**src/rtl/lock_write_sequencer.sv**
```systemverilog
// rtl/lock_write_sequencer.sv - two-key lock sequencer in front of a lockable write register
// Accepts data writes until a KEY0/KEY1 pair locks the downstream register for good.
module lock_write_sequencer #(
   parameter int unsigned ARM_TIMEOUT = 16,
   parameter logic [7:0]  KEY0        = 8'hA5,
   parameter logic [7:0]  KEY1        = 8'h5A
) (
   input  logic       clk,
   input  logic       rst,
   input  logic       req_valid,
   output logic       req_ready,
   input  logic       req_lock,
   input  logic [7:0] req_data,
   output logic       resp_valid,
   output logic       resp_err,
   output logic       wr_en,
   output logic [7:0] data_in,
   output logic       lock_en,
   output logic       locked_o,
   output logic [3:0] wr_count
);

   localparam logic [7:0] TIMEOUT_C = 8'(ARM_TIMEOUT);

   typedef enum logic [2:0] {
      S_IDLE,
      S_WR,
      S_ARM,
      S_COMMIT,
      S_RESP,
      S_LOCKED
   } state_t;

   state_t     state_q, state_d;
   state_t     ret_q, ret_d;
   logic       err_q, err_d;
   logic [7:0] timer_q, timer_d;
   logic [7:0] data_q, data_d;
   logic [3:0] cnt_q, cnt_d;
   logic       locked_q, locked_d;
   logic       accept;

   assign accept = req_valid && req_ready;

   always_ff @(posedge clk) begin
      if (rst) begin
         state_q  <= S_IDLE;
         ret_q    <= S_IDLE;
         err_q    <= 1'b0;
         timer_q  <= 8'd0;
         data_q   <= 8'h00;
         cnt_q    <= 4'd0;
         locked_q <= 1'b0;
      end else begin
         state_q  <= state_d;
         ret_q    <= ret_d;
         err_q    <= err_d;
         timer_q  <= timer_d;
         data_q   <= data_d;
         cnt_q    <= cnt_d;
         locked_q <= locked_d;
      end
   end

   // Every request funnels through RESP; ret_q/err_q say where to go afterwards and what to report.
   always_comb begin
      state_d  = state_q;
      ret_d    = ret_q;
      err_d    = err_q;
      timer_d  = 8'd0;
      data_d   = data_q;
      cnt_d    = cnt_q;
      locked_d = locked_q;
      case (state_q)
         S_IDLE: begin
            if (accept) begin
               if (req_lock) begin
                  state_d = S_RESP;
                  if (req_data == KEY0) begin
                     ret_d = S_ARM;
                     err_d = 1'b0;
                  end else begin
                     ret_d = S_IDLE;
                     err_d = 1'b1;
                  end
               end else begin
                  data_d  = req_data;
                  state_d = S_WR;
                  ret_d   = S_IDLE;
                  err_d   = 1'b0;
               end
            end
         end
         S_WR: begin
            state_d = S_RESP;
            if (cnt_q != 4'hF) begin
               cnt_d = cnt_q + 4'd1;
            end
         end
         S_ARM: begin
            // An accepted request takes precedence over a timeout landing in the same cycle.
            if (accept) begin
               if (req_lock && (req_data == KEY1)) begin
                  state_d = S_COMMIT;
                  ret_d   = S_LOCKED;
                  err_d   = 1'b0;
               end else begin
                  state_d = S_RESP;
                  ret_d   = S_IDLE;
                  err_d   = 1'b1;
               end
            end else if ((timer_q + 8'd1) == TIMEOUT_C) begin
               state_d = S_IDLE;
            end else begin
               timer_d = timer_q + 8'd1;
            end
         end
         S_COMMIT: begin
            state_d = S_RESP;
         end
         S_RESP: begin
            state_d = ret_q;
            if (ret_q == S_LOCKED) begin
               locked_d = 1'b1;
            end
         end
         S_LOCKED: begin
            if (accept) begin
               state_d = S_RESP;
               ret_d   = S_LOCKED;
               err_d   = 1'b1;
            end
         end
         default: begin
            state_d = S_IDLE;
         end
      endcase
   end

   always_comb begin
      req_ready  = !rst && ((state_q == S_IDLE) || (state_q == S_ARM) || (state_q == S_LOCKED));
      resp_valid = (state_q == S_RESP);
      resp_err   = (state_q == S_RESP) && err_q;
      wr_en      = (state_q == S_WR);
      lock_en    = (state_q == S_COMMIT);
      locked_o   = locked_q;
      data_in    = data_q;
      wr_count   = cnt_q;
   end

endmodule

```
**config.mk**
```make
export PLATFORM = sky130hd
export DESIGN_NAME = lock_write_sequencer
export DESIGN_NICKNAME = d
export VERILOG_FILES = /design/src/rtl/lock_write_sequencer.sv
export SDC_FILE = /design/constraint.sdc
export NUM_CORES = 1
export LEC_CHECK = 0
export CAP_MARGIN = 40
export CORE_UTILIZATION = 38
export DETAILED_ROUTE_END_ITERATION = 7
export PLACE_DENSITY_LB_ADDON = 0.08
export SETUP_SLACK_MARGIN = 0.02
export SYNTH_ARGS = -nofsm -noshare
export SYNTH_HDL_FRONTEND = slang
export SYNTH_SLANG_ARGS = --single-unit
```
**constraint.sdc**
```tcl
create_clock -name clk -period 4.7 [get_ports clk]
set_input_delay 1.175 -clock clk [delete_from_list [all_inputs] [get_ports clk]]
set_output_delay 1.175 -clock clk [all_outputs]
set_load 0.01 [all_outputs]
```
# Word-level counts from Yosys, hierarchy flattened
# Index checks and enable logic that the tools add are counted.
dict set report classes {
  n_addsub 2
  multipliers 0
  div_mod_pow 0
  order_cmp 0
  eq_ne 14
  shift 0
  n_mux 21
  bitwise 2
  n_reduce_logical 16
}
# cell count
set ops {}
lappend ops {{3-bit 2-to-1 mux} 11}
lappend ops {{3-bit case mux with 5 select lines} 1}
lappend ops {{3-bit == test (second input constant)} 3}
lappend ops {{3-bit case mux with 3 select lines} 1}
lappend ops {{8-bit by 1-bit adder with 8-bit output (second input constant)} 1}
lappend ops {{8-bit by 5-bit == test with 1-bit output (second input constant)} 1}
lappend ops {{8-bit by 7-bit == test with 1-bit output (second input constant)} 1}
lappend ops {{8-bit == test (second input constant)} 1}
lappend ops {{3-bit by 2-bit == test with 1-bit output (second input constant)} 2}
lappend ops {{1-bit 2-to-1 mux} 6}
lappend ops {{2-bit != test (second input constant)} 3}
lappend ops {{3-bit AND reduction} 2}
lappend ops {{4-bit by 1-bit adder with 4-bit output (second input constant)} 1}
lappend ops {{1-bit logical AND} 4}
lappend ops {{4-bit != test (second input constant)} 1}
lappend ops {{2-bit AND reduction} 2}
lappend ops {{4-bit AND reduction} 1}
lappend ops {{4-bit OR reduction} 1}
lappend ops {{3-bit by 1-bit == test with 1-bit output (second input constant)} 1}
lappend ops {{3-bit zero test} 1}
lappend ops {{3-bit != test (second input constant)} 1}
lappend ops {{1-bit case mux with 3 select lines} 1}
lappend ops {{3-bit nonzero test} 1}
lappend ops {{1-bit logical OR} 2}
lappend ops {{other kinds (4)} 5}
dict set report word_totals {
  reg_bits 28
  latchBits 0
  ramBits 0
  mem_bits_ro 0
  input_bits 12
  output_inout_bits 18
  wordCells 62
  n_memories 0
}

# Logic depth before layout (Yosys ltp)
dict set report logic_depth {
  depth_word 7
  ltp_mapped 7
  depth_no_buf 6
}

# Least setup slack after synthesis
# Ideal clock, no wire load.
dict set report synth_path {
  path_kind {input port to output port}
  from {in rst}
  to {out req_ready}
  t_arrival_ns 1.843
  t_required_ns 3.525
  path_slack_ns 1.682
  cell_stages 3
  path_buffers 2
  path_cell_list {clkbuf_1 clkbuf_1 nor2_1}
}
dict set report synth_between {
  elab_chain_len 2
}
# element line
set synth_rtl {}
lappend synth_rtl {{start, declared} 9} ;# input logic rst,
lappend synth_rtl {{1-bit zero test} 141} ;# req_ready = !rst && ((state_q == S_IDLE) || (state_q == S_ARM) || (state_q == S_LOCKED));
lappend synth_rtl {{1-bit logical AND} 141}
lappend synth_rtl {{end, declared} 11} ;# output logic req_ready,
# Every way passes these cells.

# Final worst setup path
# Same ends and word-level chain as after synthesis.

==> flow_metrics.py <==
metrics = {
    "status": {
        "status": "completed",
    },
    "synth": {
        "yosysUniqueCellTypes": 43,
        "netlist_area_sq_mm": 0.00140,
        "yosysTopAreaCell": "dfxtp_1",
        "synth_top_area_share_pct": 38.7,
        "syn_nets": 175,
        "synth.avg_cell_area_sq_um": 8.73,
        "synthTopCellsByArea": "dfxtp_1 39%, nor2_1 8.3%, mux2i_1 6.5%, a21oi_1 3.6%, xor2_1 3.1%",
        "synth-seq-cells": 27,
        "ys_warn_count": 0,
        "syn_inst": 160,
        "synth_seq_area_share_pct": 38.7,
    },
    "sta": {
        "slew_headroom_pct": 71.1,
        "min_period_ps": 3560,
        "setup_viol": 0,
        "max_freq_ghz": 0.281,
        "finalMaxSlewViolations": 0,
        "skew_ps": 4.77,
        "setup-tns-final_ps": 0,
        "tightest_slew_ps": 433,
        "grt_setup_unrepaired": "no",
        "hold_viol_final": 0,
        "post-route-period-util_pct": 75.8,
    },
    "routing": {
        "drtAntennaViolNets": 0,
        "dr.first_iter.drc_count": 87,
        "vias": 1237,
        "drc": 0,
        "via_per_inst": 5.29,
        "wirelength_mm": 3.07,
        "dr.pass1.iters": 4,
        "wl_per_cell_um": 13.1,
    },
    "critical_path": {
        "critPathLaunch": "rst",
        "cp-start-kind": "input port",
        "crit_path_end_kind": "primary output",
        "critPathKind": "input port to primary output",
        "reg2reg_from": "timer_q[0]",
        "worst-endpoint-required_ps": 3520,
        "r2r_cells": 5,
        "r2r_setup_slack_ps": 2760,
        "cp_max_fo": 2,
        "endpoint": "req_ready",
        "reg2reg_to": "state_q[2]",
        "arrival_ps": 2390,
    },
    "layout": {
        "final_common_cell": "nor2_1",
        "final_cell_mix": "31 x nor2_1, 29 x clkdlybuf4s50_1, 27 x dfxtp_1",
        "final_layout_size_suffix_gt1_share_pct": 7.45,
        "fin_util_pct": 51.6,
        "final_net_count": 204,
        "syn_to_final_growth_pct": 26.3,
        "antennaDiodeCount": 0,
    },
    "global_route": {
        "busiest_layer": "met2",
        "grt_overflow": 0,
        "use_met3_pct": 4.38,
        "grt_pass1_wl_mm": 5.46,
        "use_met2_pct": 27.7,
        "use_met1_pct": 22.8,
        "grt_usage_pct": 17.3,
        "grt_max_degree": 19,
        "antenna_found_initial": 0,
        "grt_pass1_vias": 1217,
    },
    "clock_network": {
        "cts_max_level": 1,
        "ctsLongestPathBuffers": 2,
        "clk_latency_ps": 320,
        "cts_tree": "yes",
        "ctsHoldBuffers": 0,
        "cts_root_buf": "clkbuf_4",
        "numCtsBuffers": 3,
        "cts_resized": 0,
        "postCtsSetupRepairBufs": 0,
        "clkTransAtPathRegs_ps": 140,
        "cts_sinks": 27,
    },
    "floorplanning": {
        "die_x_um": 62.6,
        "coreArea_sq_mm": 0.00342,
        "ios": 30,
        "dieArea_sq_mm": 0.00392,
        "die_h_um": 62.6,
        "rows": 21,
        "start_util_pct": 40.9,
    },
    "pwr": {
        "power_switching_share_pct": 33.3,
        "power_frac_clock_pct": 18.6,
        "ir_drop_uv": 98.1,
        "cellPowerDensity_mw_per_mm2": 306,
        "p_sw_w": 0.000180,
        "combPwrFrac_pct": 30.4,
        "seqPwrFrac_pct": 51.0,
        "intPower_w": 0.000360,
        "p_leak_nw": 0.610,
    },
    "place": {
        "gp_congestion": 0.921,
        "portBuffers": 29,
        "dpl.hpwl_mm": 2.29,
    },
    "job": {
        "drv_cap": 0,
    },
    "min_path": {
        "hold_class": "register to register",
    },
}
area by class of cell:
class	count	area [sq um]
repair buffers	31	305
well taps	46	57.6
multi-input cells	120	811
inverters	6	22.5
flip-flops and latches	27	541
clock buffers	4	26.3
fillers	359	1650
cells in the mapped netlist, drive strengths merged:
master and count:
a21oi 10, inv 6, nand4 3, and4 3, o2111a 1, nor4b 2, o41ai 1, o31ai 1
nand4b 1, xor2 5, o32a 1, nor3 1, and3 3, nor2 31, clkbuf 5, o2111ai 1
mux2i 9, a221oi 3, a31oi 2, nand2b 4, a2111oi 1, o21ai 3, a22o 1, xnor2 4
a211oi 1, nand2 7, a211o 1, nor2b 5, o21a 1, dfxtp 27, ha 3, nor3b 1
a311oi 1, nor4bb 1, nand3 3, and2 3, buf 2, or2 2
stage by stage:
step,hold slack [ps],instances,area [sq um],power (W),worst slack (ps)
global route,558,234,1760,0.000579,1130
floorplan,456,160,1400,0.000379,1680
global placement,461,230,1740,0.000443,1150
detailed placement,457,230,1740,0.000443,1170
CTS,494,234,1760,0.000545,1160
finish,484,234,1760,0.000540,1140
cells by family (layout without fill, tap and decap cells):
group	after synthesis	after routing	synth area share, %
multiplexers	9	9	6.45
flip-flops	27	27	38.7
buffers and inverters	13	41	3.67
XOR/XNOR	9	9	5.64
AO/OA/AOI/OAI	29	29	16.8
adder cells (fa/ha/maj)	3	3	2.69
AND/OR/NAND/NOR	70	70	26.0
power by group through the flow:
stage / registers, W / logic (W) / clock network (W)
CTS: 0.000275 / 0.000164 / 0.000105
finish: 0.000276 / 0.000164 / 0.000100
floorplan: 0.000263 / 0.000116 / 0
detailed placement: 0.000280 / 0.000163 / 0
global route: 0.000280 / 0.000183 / 0.000116
global placement: 0.000281 / 0.000162 / 0
critical path, stage by stage:
cell             delay [ps]
clkdlybuf4s50_1         430
nor2_1                  200
clkdlybuf4s50_1         580
state kept, by name, indices dropped and copies added, names as in the netlist:
| name | flops |
|---|---|
| state_q | 3 |
| data_in | 8 |
| wr_count | 4 |
| ret_q | 2 |
| locked_o | 1 |
| err_q | 1 |
| timer_q | 8 |
worst min path at each step:
stage	endpoint	cells after the start	from
2_1_floorplan	timer_q[0]	1	timer_q[0]
3_3_place_gp	locked_o	2	locked_o
3_5_place_dp	locked_o	2	locked_o
4_1_cts	locked_o	2	locked_o
5_1_grt	data_in[4]	2	data_in[4]
6_report	locked_o	2	locked_o
layer usage:
metal  up-vias  wire, um
met4         0        29
li1        623         -
met1       571      1490
met2        41      1350
met3         2       211
met5         -         0
Power figures use the tool's default switching activity.
